[config.mk]
export PLATFORM = sky130hd
export DESIGN_NAME = mpu_tile_loader_flat
export DESIGN_NICKNAME = d
export VERILOG_FILES = /design/src/rtl/mpu_tile_loader_if.sv /design/src/rtl/mpu_tile_loader.sv /design/src/flat_wrapper.sv
export SDC_FILE = /design/constraint.sdc
export NUM_CORES = 2
export LEC_CHECK = 0
export ABC_CLOCK_PERIOD_IN_PS = 39800
export CELL_PAD_IN_SITES_DETAIL_PLACEMENT = 2
export CELL_PAD_IN_SITES_GLOBAL_PLACEMENT = 2
export CORE_AREA = 2 2 434 436
export CTS_CLUSTER_SIZE = 20
export DETAILED_ROUTE_END_ITERATION = 10
export DIE_AREA = 0 0 436 438
export DONT_BUFFER_PORTS = 1
export PLACE_DENSITY = 0.51
export SLEW_MARGIN = 20
export SYNTH_ARGS = -nofsm -noshare
export SYNTH_HDL_FRONTEND = slang
export SYNTH_SLANG_ARGS = --single-unit
[constraint.sdc]
create_clock -name clk -period 39.8 [get_ports clk]
set_input_delay 9.95 -clock clk [delete_from_list [all_inputs] [get_ports clk]]
set_output_delay 9.95 -clock clk [all_outputs]
set_load 0.01 [all_outputs]
[src/rtl/mpu_tile_loader_if.sv]
// mpu_tile_loader_if -- bundles the byte-wide DRAM read port and the tile
// handshake towards the MPU.
//
// Handshake: mat_valid is raised by the loader once both tiles are complete
// and stays high, with a and b frozen, until an edge where mat_ready is also
// high; that edge transfers the tile pair. mat_ready is ignored while
// mat_valid is low. DRAM data for an address presented with dram_rd=1 appears
// on dram_dout exactly one cycle later.
interface mpu_tile_loader_if #(
   parameter int N      = 8,
   parameter int ADDR_W = 16
);
   logic [ADDR_W-1:0] dram_addr;
   logic              dram_rd;
   logic [7:0]        dram_dout;
   logic [N*N*8-1:0]  a;
   logic [N*N*8-1:0]  b;
   logic              mat_valid;
   logic              mat_ready;

   // Loader side
   modport master (
      output dram_addr, dram_rd, a, b, mat_valid,
      input  dram_dout, mat_ready
   );

   // DRAM / MPU side
   modport slave (
      input  dram_addr, dram_rd, a, b, mat_valid,
      output dram_dout, mat_ready
   );
endinterface

[src/rtl/mpu_tile_loader.sv]
// mpu_tile_loader -- fetches an NxN int8 tile A and then tile B from a
// byte-wide DRAM (one read per cycle, row-major, strided rows), assembles
// them into packed registers and offers them to the MPU with valid/ready.
// Optional feature: define MPU_LOADER_TRANSPOSE_B_EN to store the B byte
// read from memory position (i,j) at element (j,i), turning a column-major B
// in DRAM into a row-major tile.
module mpu_tile_loader #(
   parameter int N      = 8,
   parameter int ADDR_W = 16
) (
   input  logic              clk,
   input  logic              rst,
   input  logic              start,
   input  logic [ADDR_W-1:0] a_base,
   input  logic [ADDR_W-1:0] b_base,
   input  logic [ADDR_W-1:0] stride,
   output logic              busy,
   output logic              done,
   output logic [2:0]        dbg_state_o,
   mpu_tile_loader_if.master bus
);

   localparam int IW = (N > 1) ? $clog2(N) : 1;
   localparam int EW = (N > 1) ? $clog2(N * N) : 1;
   localparam int TW = N * N * 8;
   localparam logic [IW-1:0] LAST = IW'(N - 1);

   typedef enum logic [2:0] {
      IDLE    = 3'd0,
      LOAD_A  = 3'd1,
      LOAD_B  = 3'd2,
      DRAIN   = 3'd3,
      PRESENT = 3'd4
   } state_t;

   state_t            state_q, state_d;
   logic [IW-1:0]     i_q, j_q;
   logic [ADDR_W-1:0] row_addr_q;
   logic [ADDR_W-1:0] b_base_q;
   logic [ADDR_W-1:0] stride_q;
   logic              cap_vld_q;
   logic              cap_b_q;
   logic [EW-1:0]     cap_idx_q;
   logic [EW-1:0]     cap_idx_d;
   logic [TW-1:0]     a_q, b_q;
   logic              done_q;
   logic              loading;
   logic              last_elem;
   logic [EW-1:0]     rm_idx;
   logic [EW-1:0]     tr_idx;

   assign loading   = (state_q == LOAD_A) || (state_q == LOAD_B);
   assign last_elem = (i_q == LAST) && (j_q == LAST);
   assign rm_idx    = EW'(i_q) * EW'(N) + EW'(j_q);
   assign tr_idx    = EW'(j_q) * EW'(N) + EW'(i_q);

`ifdef MPU_LOADER_TRANSPOSE_B_EN
   assign cap_idx_d = (state_q == LOAD_B) ? tr_idx : rm_idx;
`else
   assign cap_idx_d = rm_idx;
   logic unused_tr;
   assign unused_tr = ^tr_idx;
`endif

   assign bus.a       = a_q;
   assign bus.b       = b_q;
   assign done        = done_q;
   assign dbg_state_o = state_q;

   // State register
   always_ff @(posedge clk or posedge rst) begin
      if (rst) state_q <= IDLE;
      else     state_q <= state_d;
   end

   // Next-state and state-decoded outputs
   always_comb begin
      state_d       = state_q;
      bus.dram_rd   = 1'b0;
      bus.dram_addr = '0;
      bus.mat_valid = 1'b0;
      busy          = 1'b1;
      case (state_q)
         IDLE: begin
            busy = 1'b0;
            if (start) state_d = LOAD_A;
         end
         LOAD_A: begin
            bus.dram_rd   = 1'b1;
            bus.dram_addr = row_addr_q + ADDR_W'(j_q);
            if (last_elem) state_d = LOAD_B;
         end
         LOAD_B: begin
            bus.dram_rd   = 1'b1;
            bus.dram_addr = row_addr_q + ADDR_W'(j_q);
            if (last_elem) state_d = DRAIN;
         end
         DRAIN: state_d = PRESENT;
         PRESENT: begin
            bus.mat_valid = 1'b1;
            if (bus.mat_ready) state_d = IDLE;
         end
         default: state_d = IDLE;
      endcase
   end

   // Read address generation: row base advances by stride, column by one
   always_ff @(posedge clk or posedge rst) begin
      if (rst) begin
         i_q        <= '0;
         j_q        <= '0;
         row_addr_q <= '0;
         b_base_q   <= '0;
         stride_q   <= '0;
      end else if (state_q == IDLE && start) begin
         i_q        <= '0;
         j_q        <= '0;
         row_addr_q <= a_base;
         b_base_q   <= b_base;
         stride_q   <= stride;
      end else if (loading) begin
         if (j_q == LAST) begin
            j_q <= '0;
            if (i_q == LAST) begin
               // End of a tile: the next read is B(0,0), with no gap
               i_q        <= '0;
               row_addr_q <= b_base_q;
            end else begin
               i_q        <= i_q + 1'b1;
               row_addr_q <= row_addr_q + stride_q;
            end
         end else begin
            j_q <= j_q + 1'b1;
         end
      end
   end

   // Remember which element each issued read belongs to, for one cycle
   always_ff @(posedge clk or posedge rst) begin
      if (rst) begin
         cap_vld_q <= 1'b0;
         cap_b_q   <= 1'b0;
         cap_idx_q <= '0;
      end else begin
         cap_vld_q <= loading;
         cap_b_q   <= (state_q == LOAD_B);
         cap_idx_q <= cap_idx_d;
      end
   end

   // Write returning DRAM bytes into the tile registers
   always_ff @(posedge clk or posedge rst) begin
      if (rst) begin
         a_q <= '0;
         b_q <= '0;
      end else if (cap_vld_q) begin
         if (cap_b_q) b_q[int'(cap_idx_q) * 8 +: 8] <= bus.dram_dout;
         else         a_q[int'(cap_idx_q) * 8 +: 8] <= bus.dram_dout;
      end
   end

   // One-cycle completion pulse after the MPU takes the tile pair
   always_ff @(posedge clk or posedge rst) begin
      if (rst) done_q <= 1'b0;
      else     done_q <= (state_q == PRESENT) && bus.mat_ready;
   end

endmodule

[src/flat_wrapper.sv]
// flat-port wrapper written by rule: the top's interface ports become plain ports
module mpu_tile_loader_flat 
#(
   parameter int N      = 8,
   parameter int ADDR_W = 16
)
  (clk, rst, start, a_base, b_base, stride, busy, done, dbg_state_o, bus_dram_addr, bus_dram_rd, bus_a, bus_b, bus_mat_valid, bus_dram_dout, bus_mat_ready);
  mpu_tile_loader_if #(.N(N), .ADDR_W(ADDR_W)) bus_i ();
  input  logic clk;
  input  logic rst;
  input  logic start;
  input  logic [ADDR_W-1:0] a_base;
  input  logic [ADDR_W-1:0] b_base;
  input  logic [ADDR_W-1:0] stride;
  output logic busy;
  output logic done;
  output logic [2:0] dbg_state_o;
  output wire logic [$bits(bus_i.dram_addr)-1:0] bus_dram_addr;
  output wire logic [$bits(bus_i.dram_rd)-1:0] bus_dram_rd;
  output wire logic [$bits(bus_i.a)-1:0] bus_a;
  output wire logic [$bits(bus_i.b)-1:0] bus_b;
  output wire logic [$bits(bus_i.mat_valid)-1:0] bus_mat_valid;
  input wire logic [$bits(bus_i.dram_dout)-1:0] bus_dram_dout;
  input wire logic [$bits(bus_i.mat_ready)-1:0] bus_mat_ready;
  assign bus_dram_addr = bus_i.dram_addr;
  assign bus_dram_rd = bus_i.dram_rd;
  assign bus_a = bus_i.a;
  assign bus_b = bus_i.b;
  assign bus_mat_valid = bus_i.mat_valid;
  assign bus_i.dram_dout = bus_dram_dout;
  assign bus_i.mat_ready = bus_mat_ready;
  mpu_tile_loader #(.N(N), .ADDR_W(ADDR_W)) u_core (.clk(clk), .rst(rst), .start(start), .a_base(a_base), .b_base(b_base), .stride(stride), .busy(busy), .done(done), .dbg_state_o(dbg_state_o), .bus(bus_i));
endmodule
==> summary.md <==
| Metric | Value |
|---|---|
| Netlist cell types | 68 |
| Core Area | 187000 sq um |
| Initial antenna violation count | 13 |
| Area share of the leading cell type in the synthesized netlist | 0.621 |
| DRC | 0 |
| Area Growth Syn to Fin | 17.1% |
| Post-route setup slack | 26670 ps |
| Post-place setup slack | 25450 ps |
| Clock slew at reported path FFs | 60 ps |
| CP max stage delay | 840 ps |
| Status | finished clean |
| Seq/Total Area, Yosys | 0.621 |
| Warnings, synthesis | 0 |
| Detailed Routing Iterations Pass 1 | 4 |
| Final Wtd Congestion | 0.826 |
| Dpl cells | 5716 |
| Area occupied by multi-input gates | 16200 sq um |
| Syn_area_per_cell | 13.4 sq um |
| Routed WL per cell | 34.5 um |
| CP Buf/Inv Count | 6 |
| Max Cap Viol | 0 |
| Unrepaired setup endpoints after global routing | no |
| Routed wire length | 205 mm |
| Starting Density | 0.235 |
| Grt ovf | 0 |
| DPL Wire Length | 156 mm |
| IO Count | 1107 |
| F_max | 76.2 MHz |
| CP max FO | 80 |
| Pin count of the biggest net entering global routing | 149 |
| Mapped Nets | 3375 |
| Via/cell ratio | 4.71 |
| Total track usage | 0.211 |
| Slew Limit Fails | 0 |
| Critical Path RT | 40590 ps |
| Die area | 191000 sq um |
| Delay-heaviest family, CP | buffers and inverters |
| Post-synth top cells | 1090 x dfrtp_1, 866 x mux2_2, 413 x nand2_1 |
| Vias in the first global route | 30500 |
| CTS buffer count | 133 |
| Root buf cell | clkbuf_16 |
| Max Root-Sink Buffers | 3 |
| Worst-margin pin slew | 1120 ps |
| Final hold slack | 456 ps |
| Htree depth | 4 |
| CP arrival | 13910 ps |
| Min-Delay Path Depth | 0 |
| Initial DRC count | 1277 |
| Num rows | 159 |
| Most area-consuming cells after synthesis | dfrtp_1 62%, mux2_2 22%, nand2_1 3.5% |
| Placed cell areas | 47000 sq um |
| Design area | 51400 sq um |
| Crit. End Element | asynchronous set/reset pin |
| Total number of vias | 28100 |
| Antenna-violating nets left | 0 |
| Worst setup path class | in2async |
| Die X-Extent | 436 um |
| Synthesis-stage register bit count | 1090 |
| Count leader, synth | dfrtp_1 |
| PD cells | 69.9 nW/um^2 |
| VDD IR-drop max | 45.3 uV |
| Die height | 438 um |
| Reg area | 27300 sq um |
| Hold-fix buffers, CTS | 0 |
| Critical path's slowest cell | buf_4 |
| Pwr Total | 3.60 mW |
| Final Core Density | 0.276 |
| Post-synthesis cell count | 3289 |
| CTS tree | yes |
| Leading area contributor after synthesis | dfrtp_1 |
| Crit path depth | 6 |
| Worst setup SP type | input pin |
| Clk sinks | 1090 |
| First-pass GRT wire length | 280 mm |
| Critical-path cell list | clkinvlp_4, buf_6, buf_4, buf_4, buf_4, buf_4 |
| Asr flop ratio synth | 1.00 |
| Tmin final | 13130 ps |
| Final setup viols | 0 |
| I/O Buffers | 0 |
| Worst slew margin | 0.251 |
| Fillers | 19900 |
| Final Cycle Share | 0.330 |
| CTS resizes | 0 |
| Reg2reg setup slack | 35200 ps |
| Layout cell share with drive strength beyond 1 | 0.347 |
| Final #Nets | 3442 |
| Post-route insts no fill | 5957 |
| Setup Buffers After CTS | 0 |
| Clk_lat worst skew | 790 ps |
| Setup Skew | 26.2 ps |
| R2R cell count | 7 |
| Final-report hold violation count | 0 |
| Post-Syn Area | 43900 sq um |
| Setup TNS | 0 ps |
| Number of synthesized flops with an enable pin | 0 |
| HP Class | reg2reg |
| Lkg Pwr | 25.1 nW |
| Main synth FF type | dfrtp_1 |
| Cell mode on critical path | buf_4 |
-- per-layer routing --
layer | share of wire | vias up | GRT usage
li1 | - | 11700 | -
met1 | 0.38 | 15200 | 0.241
met2 | 0.51 | 897 | 0.371
met3 | 0.070 | 274 | 0.0671
met4 | 0.036 | 10 | 0.0723
met5 | 0.00032 | - | 0
-- area by class of cell --
cell class | instances | share of cell area
flip-flops and latches | 1090 | 0.530
multi-input cells | 2074 | 0.316
clock buffers | 199 | 0.0776
well taps | 2495 | 0.0607
clock inverters | 37 | 0.00776
repair buffers | 41 | 0.00654
inverters | 16 | 0.00124
diodes | 5 | 0.000243
-- sequential cells by signal (all words and copies together) (netlist names) --
register	cells
u_core.done	1
u_core.bus.b	512
u_core.bus.a	512
u_core.b_base_q	16
u_core.cap_idx_q	6
u_core.stride_q	16
u_core.j_q	3
u_core.cap_vld_q	1
u_core.row_addr_q	16
u_core.dbg_state_o	3
u_core.i_q	3
u_core.cap_b_q	1
-- kinds of logic (layout without fill, tap and decap cells) --
family	after synthesis	after routing	share of synthesized area
fa+ha+maj	26	26	0.00775
other cells	0	5	0
compound gates	258	258	0.0330
xor+xnor	27	27	0.00572
mux	883	883	0.226
flops	1090	1090	0.621
buf+inv	125	293	0.0119
simple gates	880	880	0.0947
-- final timing paths --
| check | endpoint | start |
|---|---|---|
| max | u_core.bus.a[458] | rst |
| min | u_core.cap_idx_q[0] | u_core.j_q[0] |
| max reg2reg | u_core.bus.b[486] | u_core.cap_idx_q[0] |
| min reg2reg | u_core.cap_idx_q[0] | u_core.j_q[0] |
| max in group clk | bus_dram_addr[13] | u_core.j_q[1] |
| min in group asynchronous | u_core.bus.a[370] | rst |
-- placed cells by master, fill, tap and decap left out, types with 8 or more instances in the layout --
master     instances
a21oi_1           31
and2_1            47
and3_1            71
buf_4             38
clkbuf_1          29
clkbuf_16        137
clkbuf_8          33
clkinv_2          18
dfrtp_1         1090
ha_1              24
inv_1             15
inv_6              8
mux2_1            11
mux2_2           866
nand2_1          413
nand2_2           11
nand2b_1           9
nand3_1           41
nor2_1           153
nor2_2            35
nor2b_1           10
nor3_1            30
o21ai_0          173
o21ai_1            8
or3_1             14
xnor2_1            9
xor2_1            12
-- report_power, final --
group | switching [mW] | total [mW] | internal [mW]
Combinational | 0.633 | 0.881 | 0.248
Sequential | 0.234 | 1.48 | 1.25
Clock | 0.509 | 1.24 | 0.727
Total | 1.38 | 3.60 | 2.22
Note: power is estimated with default switching activity, not from simulation.
